## src/rtl/extend.sv

```systemverilog
// extend: registered immediate extender forming a 32-bit ExtImm from the low 24 instruction bits
module extend (
  input  logic        clk,
  input  logic        rst_n,
  input  logic [23:0] Instr,
  input  logic [1:0]  ImmSrc,
  output logic [31:0] ExtImm
);
  logic [31:0] nxt;
  always_comb
    nxt = ImmSrc == 2'b00 ? {24'b0, Instr[7:0]} :
          ImmSrc == 2'b01 ? {20'b0, Instr[11:0]} :
          ImmSrc == 2'b10 ? {{6{Instr[23]}}, Instr, 2'b00} : 32'h0;
  always_ff @(posedge clk or negedge rst_n)
    if (!rst_n) ExtImm <= 32'h0;
    else ExtImm <= nxt;
endmodule

```

## config.mk

```make
export PLATFORM = sky130hd
export DESIGN_NAME = extend
export DESIGN_NICKNAME = d
export VERILOG_FILES = /design/src/rtl/extend.sv
export SDC_FILE = /design/constraint.sdc
export NUM_CORES = 1
export LEC_CHECK = 0
export CORE_MARGIN = 2
export CORE_UTILIZATION = 31
export CTS_CLUSTER_SIZE = 16
export DETAILED_ROUTE_END_ITERATION = 12
export HOLD_SLACK_MARGIN = 0.05
export PLACE_DENSITY = 0.76
export RECOVER_POWER = 100
export SETUP_SLACK_MARGIN = 0.2
export SLEW_MARGIN = 20
export SYNTH_ARGS = -nofsm -noshare
export SYNTH_HDL_FRONTEND = slang
export SYNTH_SLANG_ARGS = --single-unit
```

## constraint.sdc

```tcl
create_clock -name clk -period 0.8 [get_ports clk]
set_input_delay 0.08 -clock clk [delete_from_list [all_inputs] [get_ports clk]]
set_output_delay 0.08 -clock clk [all_outputs]
set_load 0.01 [all_outputs]
```

Yosys cells after proc, flatten, opt, wreduce, memory -nomap -nowiden
Index checks and enable logic that the tools add are counted.
- reductions and logical operators: 1
- mux-type cells: 3
- equal/unequal tests: 2
- operators by type and width (kind ; count):
    two-way mux 32 bit ; 3
    == test 2 x 1 -> 1 bit (second input constant) ; 1
    == test 2 bit (second input constant) ; 1
    logical NOT 2 bit ; 1
- output and inout port bits: 32
- register bits: 32
- input port bits: 28
- word-level logic and storage cells: 7

Longest topological paths before layout
Gate-level depths: netlist of the first run.
- depth in word-level cells: 4
- mapped depth: 3
- gate-level depth less buffers: 2

Worst setup path before layout of the first run
No wires, ideal clock.
- kind: input port to flip-flop
- from: input port ImmSrc[0]
- to: register ExtImm[2]
- path slack: 0.107 ns
- arrival time: 0.572 ns
- required time: 0.679 ns
- path buffers: 1
- setup time: 0.121 ns
- cell stages on the path: 3
- cell sequence: and2b_4 > buf_6 > a22o_1
- cells in the longest elaborated chain, start to end: 4
- elaborated cells between the ends (all ways): 6
- classes of those cells: eq/ne: 2; mux: 3; reduce/logical: 1
- ends and longest elaborated chain (what ; line ; text):
    start, declared ; 6 ; input logic [1:0] ImmSrc,
    == test 2 bit ; 13 ; ImmSrc == 2'b10 ? {{6{Instr[23]}}, Instr, 2'b00} : 32'h0;
    two-way mux 32 bit ; 13 ;
    two-way mux 32 bit ; 12 ; ImmSrc == 2'b01 ? {20'b0, Instr[11:0]} :
    two-way mux 32 bit * ; 11 ; nxt = ImmSrc == 2'b00 ? {24'b0, Instr[7:0]} :
    named net nxt[2] ; 9 ; logic [31:0] nxt;
    end signal, assigned ; 16 ; else ExtImm <= nxt;
    end, declared ; 7 ; output logic [31:0] ExtImm
The timed path passes the listed nets; every way through them passes the cells marked *.

==> out/results.ini, run 1 <==
[synthesis]
synth_cell_types=8
syn_nets=91
synth_area_leader_cell=dfrtp_1
synth_top_area_share_pct=70.3
synth.area.top_cells=dfrtp_1 (70%), a22o_1 (9.5%), and2_1 (9.5%), buf_4 (4.9%), buf_6 (2.4%)
ys_ff_latch=26
synth_warnings=0
avgSynthCellArea_um2=14.7
yosysSeqAreaShare_pct=70.3
syn_inst=63
netlist_area_um2=926

[cts]
path_clk_slew_ns=0.14
cts_tree=done
root_buffer=clkbuf_4
htreeDepth=1
cts_buffers=3
clock_path_buffers=2
numClockSinks=26

[die]
coreArea_mm2=0.00281
fp.dieH_um=58.7
rows=19
die_x_um=58.7
io_pins=60
die-area_mm2=0.00344
start_util_pct=33.0

[worst_setup_path]
slowest_stage=dfrtp_2
crit_path_max_fanout=4
cp.required_ns=0.72
end_kind=output port
crit_type=reg -> out
arrival_ns=1.00
worstPathCellList=buf_6, buf_6
crit_top_cell=buf_6
cp-start-kind=register
critPathMaxStageDelay_ns=0.45

[finish]
layout.nets=155
reg_top3=ExtImm: 26 flops
regArea_um2=652
antenna_cells=0
post-route-util_pct=53.9
top_register=ExtImm
nFillCells=249
multi_input_area_um2=216
area.growth.synth_to_final_pct=63.4
largest_register_ffs=26
drive_gt1_share_pct=34.1

[global_route]
use_met2_pct=23.8
grt_pass1_vias=693
grt_max_degree=27
antenna_found_initial=0
met3_usage_pct=2.64
top_usage_layer=met2
grtUsageMet1_pct=15.0
grt_usage_pct=13.5
gr-total-overflow=0
grt_pass1_wl_um=3390

[route]
drt-initial-drc-count=25
detail_route.first_pass.iterations=8
vias=690
wl_um=2190
drtAntennaViolNets=0
drc=5
wire_per_inst_um=13.9
viasPerCell=4.39

[sta]
max_freq_mhz=929
setup_viol=32
period_needed_ns=1.08
hold_violations=0
fin_ws_ns=-0.276
drv_slew=0
maxSlewHeadroom_pct=60.1
period_share_pct=135
rsz0062_at_grt=true
max_slew.worst_pin.slew_ns=0.599

[placed_design]
port_buffers=59
gp_congestion=0.678
pre_cts_ws_ns=-0.382
place_hpwl_um=1690

[flow_run]
drv_cap=0

[power]
p_per_area_mw_per_mm2=1790
max-vdd-ir-drop_mv=0.848
leakage_nw=0.769

[worst_hold_path]
min_path_type=in -> async

[outcome]
outcome=complete, but fails checks
violations=DRC, setup timing

metal layers:
layer  routed length (µm)  part of all wire [%]  up-vias
li1                     -                     -      329
met1                  725                    33      329
met5                    0                     0        -
met4                   41                   1.9        0
met2                 1260                    58       28
met3                  160                   7.3        4
Yosys cell counts:
cell type   n
a22o_1     10
buf_6       2
dfrtp_1    26
and2_1     14
inv_1       1
buf_4       6
nor2b_1     3
and2b_4     1
placed cells by master, fill, tap and decap left out, drive strengths merged:
cell           netlist  final
a22o                10     10
and2                14     14
and2b                1      3
buf                  8     36
bufinv               0      1
clkbuf               0      5
clkdlybuf4s15        0      1
clkdlybuf4s25        0      1
clkdlybuf4s50        0     25
dfrtp               26     26
inv                  1      1
nor2b                3      3
logic make-up after synthesis:
kind of cell / share of synthesized area (%)
flip-flops: 70.3
AND/OR/NAND/NOR: 12.6
AO/OA/AOI/OAI: 9.46
buffers and inverters: 7.70
per-stage QoR:
stage          total power, mW  instances  TNS [ns]  hold slack [ns]  cell area (µm²)
2_1_floorplan             1.57         63         0           -0.216              931
3_3_place_gp              1.90        149    -11.98            0.444             1530
3_5_place_dp              1.91        149    -13.04            0.451             1530
4_1_cts                   2.74        157     -5.10           0.0810             1510
5_1_grt                   2.84        157     -6.09            0.241             1510
6_report                  2.71        157     -4.61            0.198             1510
final cells by class:
type	instances	share of cell area [%]
repair buffers	65	36.3
clock inverters	1	1.99
flip-flops and latches	26	43.1
clock buffers	3	1.49
multi-input cells	30	14.3
well taps	31	2.56
inverters	1	0.248
worst max-delay path, delay by kind of cell, from the launching register on:
| kind | cells | cell delay (ns) |
|---|---|---|
| buffers and inverters | 2 | 0.24 |
| flip-flops | 1 | 0.45 |
report_power, final:
group,total (mW),switching (mW),internal [mW]
clock,0.878,0.371,0.507
sequential,1.40,0.0222,1.38
combinational,0.427,0.170,0.258
total,2.71,0.564,2.15
worst max-delay path by stage:
stage                     depth (start not counted)          to        from
after global placement                            3   ExtImm[8]   ImmSrc[0]
after global routing                              2  ExtImm[25]  ExtImm[28]
final                                             2  ExtImm[26]  ExtImm[28]
after detailed placement                          3   ExtImm[8]   ImmSrc[0]
after CTS                                         2  ExtImm[26]  ExtImm[28]
after floorplan                                   3   ExtImm[2]   ImmSrc[0]
timing repair:
action,4_1_cts,5_1_grt
gates cloned,2,0
setup buffers,2,0
pin swaps,0,0
hold buffers,0,0
endpoints found under the setup margin,58,44
gates resized for setup,141,5
No activity file was read; power rests on OpenSTA's default activity.
==> run 2, diff against run 1 <==
CTS_CLUSTER_SIZE = default   (was 16)
GPL_ROUTABILITY_DRIVEN = 0   (was default)
==> results of run 2 <==
Same layout as run 1: the final DEF is identical, and so are final timing and power.
==> run 3, diff against run 2 <==
ABC_CLOCK_PERIOD_IN_PS = 800   (was default)
GPL_TIMING_DRIVEN = 0   (was default)
==> out/results.ini, run 3 (synthesis results as in run 1) <==
[finish]
final_common_cell=dfrtp_1
antenna_cells=0  ; unchanged
regArea_um2=652  ; unchanged
layout_common_cells=dfrtp_1 (25), buf_2 (24), clkdlybuf4s50_1 (21)
reg_top3=ExtImm: 26 flops
post-route-util_pct=55.2  ; +1.3 points
drive_gt1_share_pct=38.1  ; +3.9 points
layout.nets=163  ; +5.2%
top_register=ExtImm
area.growth.synth_to_final_pct=67.3
nFillCells=265  ; +6.4%
multi_input_area_um2=201  ; -6.9%
largest_register_ffs=26  ; unchanged

[route]
detail_route.first_pass.iterations=8  ; unchanged
vias=711  ; +3.0%
viasPerCell=4.31  ; -2.0%
wl_um=2250  ; +3.1%
wire_per_inst_um=13.7  ; -1.9%
drt-initial-drc-count=25  ; unchanged
drtAntennaViolNets=0  ; unchanged
drc=5  ; unchanged

[global_route]
grt_max_degree=27  ; unchanged
gr-total-overflow=0  ; unchanged
grt_pass1_vias=758  ; +9.4%
antenna_found_initial=0  ; unchanged
grt_usage_pct=14.0  ; +0.48 points
grt_pass1_wl_um=3610  ; +6.3%

[outcome]
violations=DRC, hold timing, setup timing
outcome=complete, but fails checks

[worst_setup_path]
crit_top_cell=buf_6
cp.required_ns=0.72  ; about the same
critPathMaxStageDelay_ns=0.47  ; +0.02 ns
slowest_stage=dfrtp_2
worstPathCellList=buf_6, buf_6, buf_6
end_kind=output port
arrival_ns=1.13  ; +0.13 ns
cp-start-kind=register
crit_path_max_fanout=5  ; +1
crit_type=reg -> out

[power]
switching_share_pct=22.8  ; +2.0 points
leakage_nw=0.799  ; +3.8%
pwr-share-seq_pct=56.1  ; +4.3 points
p_per_area_mw_per_mm2=1610  ; -10%
clockPowerShare_pct=26.1  ; -6.3 points
combPwrFrac_pct=17.8  ; +2.0 points
intPower_mw=1.93  ; -10%
p_switching_uw=569  ; +0.98%
max-vdd-ir-drop_mv=0.571  ; -33%

[sta]
setup_viol=32  ; unchanged
hold_violations=28  ; +28
drv_slew=0  ; unchanged
period_share_pct=151  ; +16 points
fin_ws_ns=-0.406  ; -0.129 ns
max_slew.worst_pin.slew_ns=0.635  ; +0.0359 ns
whs_ns=-0.152  ; -0.350 ns
period_needed_ns=1.21  ; +0.129 ns
rsz0062_at_grt=true
max_freq_mhz=829  ; -11%
maxSlewHeadroom_pct=57.7  ; -2.4 points
final.setup.tns_ns=-5.55  ; -0.941 ns

[cts]
path_clk_slew_ns=0.13  ; about the same
htreeDepth=1  ; unchanged
root_buffer=clkbuf_4
numClockSinks=26  ; unchanged
cts_tree=done
clock_path_buffers=2  ; unchanged
cts_buffers=3  ; unchanged

[die]
rows=19  ; unchanged
coreArea_mm2=0.00281  ; unchanged
fp.dieH_um=58.7  ; unchanged
die_x_um=58.7  ; unchanged
start_util_pct=33.0  ; unchanged
io_pins=60  ; unchanged
die-area_mm2=0.00344  ; unchanged

[placed_design]
port_buffers=59  ; unchanged
place_hpwl_um=1750  ; +3.6%

[worst_hold_path]
min_path_type=in -> async

[flow_run]
drv_cap=0  ; unchanged

-- run 3: cell types whose count changed in the layout (fill, tap and decap cells not counted), sizes merged --
| cell | delta |
|---|---|
| clkbuf | +5 |
| clkdlybuf4s50 | -4 |
| bufinv | -1 |
| dlygate4sd2 | +1 |
| clkdlybuf4s25 | -1 |
| buf | +7 |
| and2b | -2 |
| dlygate4sd3 | +3 |
-- run 3: worst max path at each step --
| stage | cells past startpoint | from | slack [ns] | endpoint |
|---|---|---|---|---|
| 6_report | 3 | ExtImm[28] | -0.41 | ExtImm[27] |
| 5_1_grt | 3 | ExtImm[28] | -0.47 | ExtImm[27] |
| 4_1_cts | 3 | ExtImm[28] | -0.41 | ExtImm[27] |
| 3_5_place_dp | 1 | rst_n | -0.75 | ExtImm[28] |
| 3_3_place_gp | 1 | rst_n | -0.67 | ExtImm[28] |
| 2_1_floorplan | 3 | ImmSrc[0] | 0.12 | ExtImm[2] |
-- run 3: repair_timing --
| action | in CTS | in global routing |
|---|---|---|
| gates cloned | 2 | 0 |
| pin swaps | 1 | 1 |
| endpoints found under the hold margin | 28 | 28 |
| resized for setup | 155 | 1 |
| setup endpoints to repair | 82 | 33 |
| setup buffers | 6 | 0 |
-- run 3: area by class of cell --
class / instances / area share, %
sequential: 26 / 42.1
buffer: 8 / 4.60
clock buffer: 4 / 2.34
timing repair buffer: 67 / 35.2
tap: 31 / 2.50
multi-input combinational: 28 / 13.0
inverter: 1 / 0.242
-- run 3: power by group through the flow --
stage / combinational [mW] / sequential [mW] / clock [mW]
after CTS: 0.471 / 1.40 / 0.664
after global placement: 0.479 / 1.43 / 0
after detailed placement: 0.490 / 1.43 / 0
after floorplan: 0.108 / 1.47 / 0
after global routing: 0.482 / 1.41 / 0.749
final: 0.444 / 1.40 / 0.651
-- run 3: per-stage QoR --
step | area, µm² | hold WS [ns] | setup WS (ns) | power, mW | std cells
after global placement | 1560 | 0.661 | -0.667 | 1.91 | 153
after global routing | 1550 | -0.122 | -0.473 | 2.64 | 165
after detailed placement | 1560 | 0.665 | -0.752 | 1.92 | 153
final | 1550 | -0.152 | -0.406 | 2.50 | 165
after floorplan | 931 | -0.216 | 0.124 | 1.57 | 63
after CTS | 1570 | -0.125 | -0.408 | 2.54 | 165
-- run 3: layer usage --
metal	share of wire, %	routed length (µm)	GRT usage [%]
met2	57	1280	26.6
met5	0	0	0
met1	37	836	16.8
met3	5.5	124	1.10
met4	0.71	16	3.90
-- run 3: critical path: cells and delay by family (launching register included) --
kind	cells	cell delay (ns)
flops	1	0.47
buf+inv	3	0.34
